===== config.mk =====
export PLATFORM = sky130hd
export DESIGN_NAME = fxp_multiplier
export DESIGN_NICKNAME = d
export VERILOG_FILES = /design/src/rtl/fxp_multiplier.sv
export SDC_FILE = /design/constraint.sdc
export NUM_CORES = 1
export LEC_CHECK = 0
export CORE_MARGIN = 3
export CORE_UTILIZATION = 40
export CTS_CLUSTER_DIAMETER = 100
export CTS_CLUSTER_SIZE = 10
export DETAILED_ROUTE_END_ITERATION = 8
export GPL_TIMING_DRIVEN = 0
export PLACE_DENSITY = 0.66
export SLEW_MARGIN = 20
export SYNTH_ARGS = -nofsm -noshare
export SYNTH_HDL_FRONTEND = slang
export SYNTH_SLANG_ARGS = --single-unit

===== constraint.sdc =====
create_clock -name clk -period 6.2 [get_ports clk]
set_clock_uncertainty 0.05 [all_clocks]
set_input_delay 0.93 -clock clk [delete_from_list [all_inputs] [get_ports clk]]
set_output_delay 0.93 -clock clk [all_outputs]
set_load 0.01 [all_outputs]

===== src/rtl/fxp_multiplier.sv =====
// ---------------------------------------------------------------------------
// fxp_multiplier
//   Sequential signed fixed-point multiplier using shift-add on operand
//   magnitudes. One multiplier bit is consumed per cycle, so every operation
//   takes N CALC cycles plus one SIGN cycle. The latency is fixed and does
//   not depend on the operand values.
//
//   Handshake: a one-cycle start pulse is sampled only in IDLE. The operands
//   are captured on that edge, so the caller may change them while busy.
//   busy is high from the cycle after start until done rises. done and
//   overflow then hold until the next accepted start. output_q holds until
//   the next SIGN state writes it.
//
//   Parameters:
//     N  total width in bits, 2's complement, including the sign bit
//     Q  number of fractional bits (shared by both operands and the result)
//
//   Ports:
//     clk           clock
//     rst_n         asynchronous active-low reset
//     start         one-cycle start pulse (ignored unless IDLE)
//     multiplicand  signed Q-format operand A
//     multiplier    signed Q-format operand B
//     busy          operation in progress
//     done          result valid
//     overflow      true product does not fit in N bits
//     output_q      signed Q-format product (magnitude truncated toward zero)
//
//   Build option:
//     FXP_MULT_SAT_EN  when defined, an overflowing result saturates to the
//                      largest positive or most negative value. When it is
//                      not defined, the low N bits of the signed result are
//                      returned. The overflow flag is the same in both builds.
// ---------------------------------------------------------------------------
module fxp_multiplier #(
    parameter int N = 22,
    parameter int Q = 10
) (
    input  logic         clk,
    input  logic         rst_n,
    input  logic         start,
    input  logic [N-1:0] multiplicand,
    input  logic [N-1:0] multiplier,
    output logic         busy,
    output logic         done,
    output logic         overflow,
    output logic [N-1:0] output_q
);

    localparam int CW = $clog2(N);
    localparam int PW = 2 * N - Q;  // width of the product after dropping fraction bits

    // Magnitude limits of the integer-aligned product, P >> Q.
    localparam logic [PW-1:0] LIM_NEG = {{(N - Q){1'b0}}, 1'b1, {(N - 1){1'b0}}};
    localparam logic [PW-1:0] LIM_POS = LIM_NEG - PW'(1);

    typedef enum logic [1:0] {
        IDLE = 2'd0,
        CALC = 2'd1,
        SIGN = 2'd2
    } state_t;

    state_t          state;
    logic [N-1:0]    mag_a;
    logic [N-1:0]    mag_b;
    logic            neg;
    logic [2*N-1:0]  acc;
    logic [CW-1:0]   count;

    logic [N-1:0]    abs_a;
    logic [N-1:0]    abs_b;
    logic [2*N-1:0]  addend;
    logic [PW-1:0]   prod_int;
    logic [N-1:0]    mag_res;
    logic            ovf;
    logic [N-1:0]    signed_res;
    logic [N-1:0]    final_res;

    always_comb begin
        // An N-bit unsigned magnitude keeps -2^(N-1) exact.
        abs_a      = multiplicand[N-1] ? -multiplicand : multiplicand;
        abs_b      = multiplier[N-1]   ? -multiplier   : multiplier;
        addend     = {{N{1'b0}}, mag_a} << count;
        prod_int   = acc[2*N-1:Q];
        mag_res    = acc[N-1+Q:Q];
        // A negative result may reach -2^(N-1). A positive one stops at 2^(N-1)-1.
        ovf        = neg ? (prod_int > LIM_NEG) : (prod_int > LIM_POS);
        // Negating a zero magnitude gives zero, so there is no negative zero.
        signed_res = neg ? -mag_res : mag_res;
`ifdef FXP_MULT_SAT_EN
        if (ovf) begin
            final_res = neg ? {1'b1, {(N - 1){1'b0}}} : {1'b0, {(N - 1){1'b1}}};
        end else begin
            final_res = signed_res;
        end
`else
        final_res  = signed_res;
`endif
    end

    always_ff @(posedge clk or negedge rst_n) begin
        if (!rst_n) begin
            state    <= IDLE;
            mag_a    <= '0;
            mag_b    <= '0;
            neg      <= 1'b0;
            acc      <= '0;
            count    <= '0;
            busy     <= 1'b0;
            done     <= 1'b0;
            overflow <= 1'b0;
            output_q <= '0;
        end else begin
            case (state)
                IDLE: begin
                    if (start) begin
                        mag_a    <= abs_a;
                        mag_b    <= abs_b;
                        neg      <= multiplicand[N-1] ^ multiplier[N-1];
                        acc      <= '0;
                        count    <= '0;
                        busy     <= 1'b1;
                        done     <= 1'b0;
                        overflow <= 1'b0;
                        state    <= CALC;
                    end
                end
                CALC: begin
                    if (mag_b[count]) begin
                        acc <= acc + addend;
                    end
                    count <= count + CW'(1);
                    if (count == CW'(N - 1)) begin
                        state <= SIGN;
                    end
                end
                SIGN: begin
                    output_q <= final_res;
                    overflow <= ovf;
                    done     <= 1'b1;
                    busy     <= 1'b0;
                    state    <= IDLE;
                end
                default: begin
                    state <= IDLE;
                end
            endcase
        end
    end

endmodule


Word level (Yosys, flattened, before mapping)
Index checks and enable logic that the tools add are counted.
- flip-flop bits (word level): 121
- bits of input ports: 47
- output and inout bits: 25
- word-level logic and storage cells: 53
- add/sub/neg operators: 5
- $lt $le $gt $ge: 3
- equality and inequality tests: 6
- shift-type cells: 1
- muxes and demuxes: 19
- bitwise operators: 1
- reduce and logical (&&, ||, !) cells: 8
- operator list (cell ; count):
    $mux W44 ; 2
    $pmux W44 S2 ; 1
    $mux W22 ; 3
    $neg A22 Y22 ; 3
    $add A44 B44 Y44 ; 1
    $shl A22 B5 Y44 ; 1
    $gt A34 B21 Y1 const B ; 1
    $gt A34 B22 Y1 const B ; 1
    $pmux W5 S2 ; 1
    $reduce_and A2 Y1 ; 4
    $lt A5 B6 Y1 const B ; 1
    $ne A2 B2 Y1 const B ; 3
    $pmux W1 S2 ; 3
    $add A5 B1 Y5 const B ; 1
    $bmux W1 S5 ; 1
    $eq A5 B5 Y1 const B ; 1
    $mux W5 ; 1
    $mux W1 ; 4
    $mux W2 ; 2
    $pmux W2 S2 ; 1
    $reduce_bool A2 Y1 ; 2
    $reduce_and A3 Y1 ; 1
    $eq A2 B1 Y1 const B ; 1
    $eq A2 B2 Y1 const B ; 1
    other kinds (2) ; 2

Longest topological paths before layout
Gate-level depths: netlist of the first run.
- depth after elaboration: 4
- mapped depth: 21

Worst setup path after synthesis of the first run
OpenSTA, ideal clock, no wires.
- kind: reg2reg
- start: register count[1]
- end: register acc[36]
- setup time: 122 ps
- data arrival time: 4273 ps
- path slack: 1755 ps
- stages on the path, launching flop included: 19
- buffers on the path: 4
- clock period less this slack: 4445 ps
- path through: dfrtp_1 -> buf_2 -> buf_1 -> buf_1 -> mux4_2 -> mux2_2 -> mux2i_1 -> o22ai_1 -> ha_1 -> clkbuf_1 -> a21oi_1 -> o21ai_0 -> a21oi_1 -> a31oi_1 -> o41ai_1 -> a211oi_1 -> o211ai_1 -> nand3_1 -> a32o_1
- longest elaborated chain between the ends: 4
- ends and longest elaborated chain (element ; line ; source):
    from (decl) ; 68 ; logic [CW-1:0] count;
    from (signal assigned) ; 132 ; count <= count + CW'(1);
    $shl A22 B5 Y44 or $bmux W1 S5 (tied branches) ; 83, 129 ;
    $add A44 B44 Y44 or $mux W1 (tied branches) ; 130, 129 ;
    $mux W44 or $ne A2 B2 Y1 (tied branches) ; n/a ;
    $pmux W44 S2 or $reduce_and A3 Y1 (tied branches) ; n/a ;
    to (signal assigned) ; 130 ; acc <= acc + addend;
    to (decl) ; 67 ; logic [2*N-1:0] acc;
Parallel ways exist; a longest one is shown, timed or not. The select of a mux whose other input is x is not followed.
A chain may end at the register's enable or synchronous reset.

Final worst setup path of the first run
Ends and elaborated chain as after synthesis.

==> results.sh, run 1 <==
export IMPL_status="completed"
export IMPL_synth_cells=1149
export IMPL_drt_total_wl_mm=26.8
export IMPL_vias_per_cell=5.63
export IMPL_syn2layout_area_growth_pct=18.1
export IMPL_finalSetupViolCount=0
export IMPL_async_reset_ff_frac=1.00
export IMPL_ant_nets=0
export IMPL_holdWs_ps=369
export IMPL_cts_hold_buf=0
export IMPL_drt_initial_drc_count=618
export IMPL_clock_latency_ps=430
export IMPL_synth_area_mm2=0.00961
export IMPL_wl_per_cell_um=17.1
export IMPL_ir_worst_vdd_mv=0.245
export IMPL_gp_congestion=0.936
export IMPL_power_frac_seq=0.191
export IMPL_drive_gt1_frac=0.0734
export IMPL_die_area_mm2=0.0259
export IMPL_nets=1336
export IMPL_synth_top_area_frac=0.315
export IMPL_post_cts_resized=0
export IMPL_rrSetupSlack_ps=530
export IMPL_maxSlewHeadroom=0.443
export IMPL_htreeDepth=4
export IMPL_ios=72
export IMPL_num_vias=8843
export IMPL_die_height_um=161
export IMPL_highest_layer="met4"
export IMPL_final_max_slew_viol_count=0
export IMPL_power_leakage_nw=4.76
export IMPL_path_max_fanout=10
export IMPL_ys_ff_latch=121
export IMPL_synth_area_top_cells="dfrtp_1 (32%), o21ai_0 (7.9%), nand2_1 (7.0%)"
export IMPL_numClockSinks=121
export IMPL_cap_violations=0
export IMPL_hpwl_mm=20.9
export IMPL_rows=56
export IMPL_clkPwrFrac=0.141
export IMPL_r2r_end="acc[36]"
export IMPL_root_buffer="clkbuf_16"
export IMPL_final_cells=1572
export IMPL_route_met3_wl_mm=1.46
export IMPL_arrival_ps=5940
export IMPL_drc=0
export IMPL_cp_required_ps=6470
export IMPL_antenna_found_initial=0
export IMPL_critPathKind="reg -> reg"
export IMPL_diodes=0
export IMPL_start_util=0.408
export IMPL_synth_ff_type="dfrtp_1"
export IMPL_grt_max_degree=79
export IMPL_place_ws_ps=655
export IMPL_synth_seq_area_share=0.315
export IMPL_clkTransAtPathRegs_ps=70
export IMPL_synth_edff_count=0
export IMPL_ys_types=62
export IMPL_dp_cells=1540
export IMPL_net_switching_power_mw=3.79
export IMPL_grt_pass1_vias=8389
export IMPL_syn_mean_instance_area_um2=8.36
export IMPL_coreArea_mm2=0.0235
export IMPL_layout_setup_ws_ps=529
export IMPL_r2r_cells=20
export IMPL_post_cts_buffers=0
export IMPL_yosysTopAreaCell="dfrtp_1"
export IMPL_powerDensity_mw_per_mm2=648
export IMPL_tritoncts="done"
export IMPL_hold_viol=0
export IMPL_met1_length_mm=12.5
export IMPL_max_freq_mhz=176
export IMPL_min_period_over_period=0.915
export IMPL_rr_startpoint="count[1]"
export IMPL_critPathLaunchType="register"
export IMPL_clockBufferDepth=2
export IMPL_grt_pass1_wl_mm=43.6
export IMPL_yosys_warnings=0
export IMPL_port_buffers=71
export IMPL_fin_setup_tns_ps=0
export IMPL_cts_buffers_inserted=17
export IMPL_fillers=2365
export IMPL_route_met2_wl_mm=12.1
export IMPL_switching_share=0.516
export IMPL_grt_util_all_layers=0.208
export IMPL_overflow=0
export IMPL_drt_pass1_iterations=5
export IMPL_cp_end_kind="register"
export IMPL_syn_nets=1245
export IMPL_period_needed_ps=5670
export IMPL_p_int_mw=3.56
export IMPL_worst_slew_pin_slew_ps=835
export IMPL_hp_class="in -> async"
export IMPL_comb_power_share=0.668
export IMPL_die_w_um=161
export IMPL_total_power_mw=7.36
export IMPL_grt_setup_unrepaired="no"
registers in the layout, summed over array words and instances, names as in the netlist, 2 cells and up:
register,count
mag_b,22
acc,44
count,5
state,2
output_q,22
mag_a,22
cells by family after synthesis:
| kind of cell | share of synthesized area |
|---|---|
| AO/OA/AOI/OAI | 0.226 |
| XOR/XNOR | 0.0857 |
| adder cells (fa/ha/maj) | 0.0646 |
| buffers and inverters | 0.0428 |
| flip-flops | 0.315 |
| multiplexers | 0.0813 |
| AND/OR/NAND/NOR | 0.185 |
per-layer routing:
layer | vias to the layer above | track usage
met5 | - | 0
met4 | 0 | 0.0747
met3 | 37 | 0.0290
met2 | 263 | 0.331
met1 | 4183 | 0.291
li1 | 4360 | -
cell usage after synthesis, types with 4 or more instances:
master	n
ha_1	48
xor2_1	64
xnor2_1	30
o31ai_1	31
o41ai_1	10
or4_1	9
dfrtp_1	121
o21a_1	4
nand3_1	23
and4_1	4
and2_1	8
o21bai_1	12
a31oi_1	6
nor4_1	6
nand2_1	179
inv_1	30
or3_1	16
buf_1	8
and3_1	6
a211oi_1	11
mux4_2	17
mux2_2	14
clkbuf_1	50
o211ai_1	6
or2_2	6
buf_2	9
mux2i_1	24
nor3_1	12
nor2b_1	14
a21oi_1	66
o21ai_0	151
nor2_1	56
nand4_1	15
nand2b_1	14
a21o_1	11
o22ai_1	13
metrics by stage:
step | instance area (um^2) | util
finish | 11400 | 0.482
global route | 11400 | 0.482
CTS | 11400 | 0.482
detailed placement | 10700 | 0.457
global placement | 10700 | 0.455
floorplan | 9610 | -
critical path: stages (launching register included):
cell,delay [ps]
dfrtp_1,340
buf_2,270
buf_1,460
buf_1,490
mux2i_1,310
a21oi_1,140
mux2i_1,230
nor2_1,60
a21oi_1,300
nor2_1,150
ha_1,290
buf_2,160
a21oi_1,140
o21ai_0,160
a31oi_1,360
a21oi_1,150
o41ai_1,600
a211oi_1,250
o211ai_1,260
nand3_1,110
a32o_1,260
layout make-up:
cell class / instances / area (um^2) / share of cell area
clock buffers: 17 / 425 / 0.0375
plain buffers: 70 / 299 / 0.0263
well taps: 319 / 399 / 0.0352
clock inverters: 15 / 178 / 0.0157
inverters: 30 / 113 / 0.00992
repair buffers: 72 / 739 / 0.0651
multi-input cells: 928 / 6170 / 0.544
flip-flops and latches: 121 / 3030 / 0.267
cell usage in the layout, fill, tap and decap left out, types with 16 or more instances in the layout:
cell type / instances
nand3_1: 23
mux4_2: 17
nand2_1: 179
or3_1: 16
o31ai_1: 31
a21oi_1: 66
dfrtp_1: 121
mux2i_1: 24
clkbuf_1: 50
o21ai_0: 151
clkdlybuf4s50_1: 70
nor2_1: 56
inv_1: 30
clkbuf_16: 17
xnor2_1: 30
ha_1: 48
xor2_1: 64
power groups by stage:
stage / combinational (mW) / sequential, mW / clock [mW]
2_1_floorplan: 3.59 / 1.32 / 0
6_report: 4.92 / 1.40 / 1.04
3_5_place_dp: 4.83 / 1.41 / 0
5_1_grt: 5.44 / 1.45 / 1.10
4_1_cts: 4.85 / 1.40 / 1.06
3_3_place_gp: 4.77 / 1.40 / 0
worst max path at each step:
| stage | slack, ps | end | cells past startpoint | start |
|---|---|---|---|---|
| 2_1_floorplan | 1760 | acc[36] | 18 | count[1] |
| 3_3_place_gp | -720 | mag_a[9] | 1 | rst_n |
| 3_5_place_dp | 650 | acc[43] | 19 | count[1] |
| 4_1_cts | 670 | acc[41] | 19 | count[1] |
| 5_1_grt | 110 | acc[36] | 20 | count[1] |
| 6_report | 530 | acc[36] | 20 | count[1] |
Note: power is estimated with default switching activity, not from simulation.
==> inputs of run 2 (changes only) <==
Settings changed: ABC_AREA set to 1.
==> results.sh, run 2 <==
export IMPL_min_period_over_period=0.687
export IMPL_grt_setup_unrepaired="no"
export IMPL_synth_most_common_cell="nand2_1"
export IMPL_fillers=2798
export IMPL_start_util=0.414
export IMPL_htreeDepth=4
export IMPL_async_reset_ff_frac=1.00
export IMPL_synth_area_mm2=0.0109
export IMPL_regMostFlops="acc"
export IMPL_post_route_util=0.479
export IMPL_nets=1981
export IMPL_powerDensity_mw_per_mm2=650
export IMPL_drc=0
export IMPL_diodes=0
export IMPL_wl_per_cell_um=16.2
export IMPL_path_max_fanout=10
export IMPL_syn2layout_area_growth_pct=15.8
export IMPL_grt_max_degree=76
export IMPL_cts_buffers_inserted=17
export IMPL_overflow=0
export IMPL_r2r_end="acc[40]"
export IMPL_arrival_ps=4530
export IMPL_period_needed_ps=4260
export IMPL_rr_startpoint="count[1]"
export IMPL_cp_required_ps=6470
export IMPL_hp_class="in -> async"
export IMPL_drt_total_wl_mm=36.3
export IMPL_numClockSinks=121
export IMPL_yosys_warnings=0
export IMPL_rrSetupSlack_ps=1940
export IMPL_worst_slew_pin_slew_ps=785
export IMPL_vias_per_cell=5.20
export IMPL_drive_gt1_frac=0.0464
export IMPL_rows=59
export IMPL_place_ws_ps=2100
export IMPL_coreArea_mm2=0.0264
export IMPL_layout_setup_ws_ps=1940
export IMPL_clockBufferDepth=2
export IMPL_die_area_mm2=0.0294
export IMPL_die_w_um=171
export IMPL_synth_area_top_cells="dfrtp_1 (28%), nand2_1 (22%), o21ai_0 (7.4%)"
export IMPL_finalSetupViolCount=0
export IMPL_critPathKind="reg -> reg"
export IMPL_ys_types=44
export IMPL_cp_end_kind="register"
export IMPL_clock_latency_ps=430
export IMPL_yosysTopAreaCell="dfrtp_1"
export IMPL_post_cts_resized=0
export IMPL_grt_pass1_vias=11300
export IMPL_ir_worst_vdd_mv=0.294
export IMPL_drt_pass1_iterations=5
export IMPL_num_vias=11600
export IMPL_cap_violations=0
export IMPL_final_cells=2233
export IMPL_setup_worst_path_start="count[1]"
export IMPL_ant_nets=0
export IMPL_syn_nets=1892
export IMPL_max_stage_delay_ps=510
export IMPL_hpwl_mm=29.7
export IMPL_synth_cells=1796
export IMPL_gp_congestion=1.03
export IMPL_synth_ff_type="dfrtp_1"
export IMPL_mostFrequentLayoutCells="nand2_1 (637), inv_1 (189), nor2_1 (178), o21ai_0 (162), nand3_1 (138)"
export IMPL_clkTransAtPathRegs_ps=70
export IMPL_status="completed"
export IMPL_ios=72
export IMPL_ys_ff_latch=121
export IMPL_power_leakage_nw=6.43
export IMPL_syn_mean_instance_area_um2=6.09
export IMPL_crit_end="acc[40]"
export IMPL_antenna_found_initial=0
export IMPL_grt_pass1_wl_mm=58.3
export IMPL_drt_initial_drc_count=877
export IMPL_r2r_cells=17
export IMPL_fin_setup_tns_ps=0
export IMPL_die_height_um=171
export IMPL_largest_reg_flops=44
export IMPL_cts_hold_buf=0
export IMPL_port_buffers=69
export IMPL_synth_seq_area_share=0.277
export IMPL_post_cts_buffers=0
export IMPL_synth_edff_count=0
export IMPL_max_freq_mhz=235
export IMPL_grt_util_all_layers=0.251
export IMPL_critPathLaunchType="register"
export IMPL_total_power_mw=8.22
export IMPL_final_max_slew_viol_count=0
export IMPL_maxSlewHeadroom=0.477
export IMPL_slowest_stage="dfrtp_1"
export IMPL_hold_viol=0
export IMPL_yosys_top_cells_count="nand2_1 (637), inv_1 (189), nor2_1 (178)"
export IMPL_root_buffer="clkbuf_16"
export IMPL_dp_cells=2201
export IMPL_layout_commonest_cell="nand2_1"
export IMPL_tritoncts="done"
export IMPL_crit_chain="inv_2, buf_2, buf_2, o21ai_0, nand2_1, o21ai_0, nand2_1, o21ai_0, ha_1, a21oi_1, o21ai_0, a21oi_1, nand3_1, nand2_1, nand3_1, nand3_1, nand2_1"
export IMPL_synth_top_area_frac=0.277
==> run 2: cell types whose count changed after synthesis, sizes merged, moves of 25 or more <==
cell	delta
nand2	+460
inv	+162
nor2	+124
nand3	+115
xor2	-34
o21ai	+29
o31ai	-25
==> run 2: cell type report <==
cell class / count / area [um^2] / share of cell area
inverters: 195 / 732 / 0.0578
flip-flops and latches: 121 / 3030 / 0.239
plain buffers: 59 / 277 / 0.0218
multi-input cells: 1421 / 6900 / 0.545
clock inverters: 15 / 155 / 0.0123
clock buffers: 17 / 425 / 0.0336
repair buffers: 70 / 723 / 0.0571
well taps: 335 / 419 / 0.0331
==> run 2: how the worst min path moves through the flow <==
stage	endpoint	cells past startpoint	startpoint	slack, ps
4_1_cts	output_q[10]	1	rst_n	350
3_5_place_dp	busy	2	busy	410
3_3_place_gp	busy	2	busy	400
2_1_floorplan	mag_b[6]	2	mag_b[6]	400
5_1_grt	output_q[10]	1	rst_n	360
6_report	output_q[14]	1	rst_n	330
==> run 2: worst max-delay path, delay by kind of cell (launching register included) <==
kind	cells	cell delay, ps
DFF	1	510
and+or+nand+nor	7	960
adders and majority gates	1	360
buffers and inverters	3	550
AOI/OAI and AO/OA	6	1720
==> run 2: stage by stage <==
step	hold slack, ps	cell area [um^2]
5_1_grt	355	12700
6_report	331	12700
3_5_place_dp	413	12100
3_3_place_gp	404	12000
2_1_floorplan	398	10900
4_1_cts	348	12700
==> run 2: cells by family (layout without fill, tap and decap cells) <==
kind of cell / after synthesis / in the layout / synth area share
adders and majority gates: 49 / 49 / 0.0568
and+or+nand+nor: 1045 / 1045 / 0.396
AOI/OAI and AO/OA: 269 / 269 / 0.132
buffers and inverters: 254 / 356 / 0.0922
xor gates and xnor gates: 54 / 54 / 0.0432
muxes: 4 / 4 / 0.00366
DFF: 121 / 121 / 0.277
==> run 2: report_power, final <==
group,total [mW],switching [mW],leakage [nW],internal (mW)
Sequential,1.47,0.326,1.48,1.15
Combinational,5.74,3.81,4.66,1.93
Clock,1.01,0.440,0.285,0.568
Total,8.22,4.58,6.43,3.65
==> run 2: per-layer routing <==
layer / vias up / part of all wire / track usage
met5: - / 0 / 0
met3: 65 / 0.040 / 0.0260
met1: 5305 / 0.45 / 0.320
li1: 5949 / - / -
met2: 289 / 0.48 / 0.444
met4: 0 / 0.029 / 0.0868
==> inputs of run 3 (changes only) <==
Settings changed: PLACE_DENSITY 0.66 to 0.68.
Clock period 6.2 ns to 3.8 ns, I/O delays scaled along.
==> results.sh, run 3 (synthesis gave the netlist of run 2 again) <==
export IMPL_status="completed"
export IMPL_num_vias=11800
export IMPL_rows=59
export IMPL_worst_slew_pin_slew_ps=846
export IMPL_grt_pass1_vias=11300
export IMPL_grt_setup_unrepaired="yes"
export IMPL_clkTransAtPathRegs_ps=70
export IMPL_r2r_end="acc[35]"
export IMPL_diodes=0
export IMPL_coreArea_mm2=0.0264
export IMPL_place_ws_ps=-383
export IMPL_path_max_fanout=10
export IMPL_highest_layer="met4"
export IMPL_mostFrequentLayoutCells="nand2_1 (630), inv_1 (189), nor2_1 (161), nand3_1 (131), dfrtp_1 (119)"
export IMPL_grt_util_all_layers=0.246
export IMPL_crit_end="acc[35]"
export IMPL_clockBufferDepth=2
export IMPL_cts_hold_buf=0
export IMPL_largest_reg_flops=44
export IMPL_finalSetupViolCount=0
export IMPL_drt_initial_drc_count=897
export IMPL_tritoncts="done"
export IMPL_overflow=0
export IMPL_nets=1990
export IMPL_route_met2_wl_mm=17.5
export IMPL_drt_pass1_iterations=5
export IMPL_route_met3_wl_mm=1.73
export IMPL_rrSetupSlack_ps=60
export IMPL_layout_commonest_cell="nand2_1"
export IMPL_clock_latency_ps=440
export IMPL_die_height_um=171
export IMPL_cp_end_kind="register"
export IMPL_die_area_mm2=0.0294
export IMPL_min_period_over_period=0.985
export IMPL_maxSlewHeadroom=0.436
export IMPL_numClockSinks=121
export IMPL_rr_startpoint="count[0]"
export IMPL_final_max_slew_viol_count=0
export IMPL_drt_total_wl_mm=36.1
export IMPL_met1_length_mm=15.4
export IMPL_cap_violations=0
export IMPL_syn2layout_area_growth_pct=18.8
export IMPL_drive_gt1_frac=0.0829
export IMPL_cts_buffers_inserted=17
export IMPL_hpwl_mm=29.2
export IMPL_period_needed_ps=3740
export IMPL_wl_per_cell_um=16.1
export IMPL_arrival_ps=4020
export IMPL_htreeDepth=4
export IMPL_ant_nets=0
export IMPL_ios=72
export IMPL_port_buffers=69
export IMPL_hp_class="in -> async"
export IMPL_drc=0
export IMPL_dp_cells=2201
export IMPL_grt_pass1_wl_mm=57.1
export IMPL_start_util=0.414
export IMPL_fillers=2756
export IMPL_critPathLaunchType="register"
export IMPL_fin_setup_tns_ps=0
export IMPL_vias_per_cell=5.27
export IMPL_die_w_um=171
export IMPL_critPathKind="reg -> reg"
export IMPL_max_freq_mhz=267
export IMPL_grt_max_degree=65
export IMPL_cp_required_ps=4070
export IMPL_regMostFlops="acc"
export IMPL_setup_worst_path_start="count[0]"
export IMPL_final_cells=2242
export IMPL_root_buffer="clkbuf_16"
export IMPL_hold_viol=0
export IMPL_r2r_cells=17
export IMPL_layout_setup_ws_ps=55.7
export IMPL_antenna_found_initial=0
export IMPL_post_route_util=0.491
export IMPL_gp_congestion=1.00
## run 3: cell type report
| type | instances | area, um^2 | area share |
|---|---|---|---|
| well taps | 335 | 419 | 0.0323 |
| plain buffers | 58 | 287 | 0.0221 |
| multi-input cells | 1421 | 7110 | 0.548 |
| repair buffers | 80 | 795 | 0.0612 |
| clock inverters | 14 | 173 | 0.0133 |
| flip-flops and latches | 121 | 3030 | 0.233 |
| clock buffers | 18 | 439 | 0.0338 |
| inverters | 195 | 733 | 0.0565 |
## run 3: timing repair
item,CTS,global route
endpoints found under the setup margin,26,35
setup buffers,1,9
resized for setup,33,88
pin swaps,4,10
## run 3: worst max-delay path: stages (launching register included)
cell and delay [ps]:
dfrtp_2 450, buf_4 190, buf_2 180, o21ai_0 290
o21ai_1 140, mux2i_1 260, o21ai_1 150, o21ai_2 230
ha_1 320, nand2_1 210, inv_1 90, a21oi_2 210
nand2_1 140, nand3b_1 330, nand2_1 170, nand3b_1 90
nand3_1 80, nand2_1 50
## run 3: through the flow
step | hold WS [ps] | area [um^2]
floorplan | 224 | 10900
global placement | 405 | 12000
detailed placement | 412 | 12100
CTS | 75.0 | 12700
global route | 95.3 | 13000
finish | 39.5 | 13000
## run 3: worst min-delay path by stage
stage                     start     endpoint  cells past startpoint  slack, ps
after floorplan           rst_n       acc[0]                      0        220
after global placement     busy         busy                      2        400
after detailed placement   busy         busy                      2        410
after CTS                 rst_n  output_q[1]                      1         80
after global routing      rst_n  output_q[1]                      1        100
final                     rst_n  output_q[1]                      1         40
## run 3: routing by layer
layer  global-route usage  vias up
li1                     -     5984
met1                0.298     5362
met2                0.441      387
met3               0.0262       91
met4                0.111        0
met5                    0        -
Power of run 3 is not shown: default switching activity piles up to over one toggle a cycle in this logic, so the estimate is an artifact.
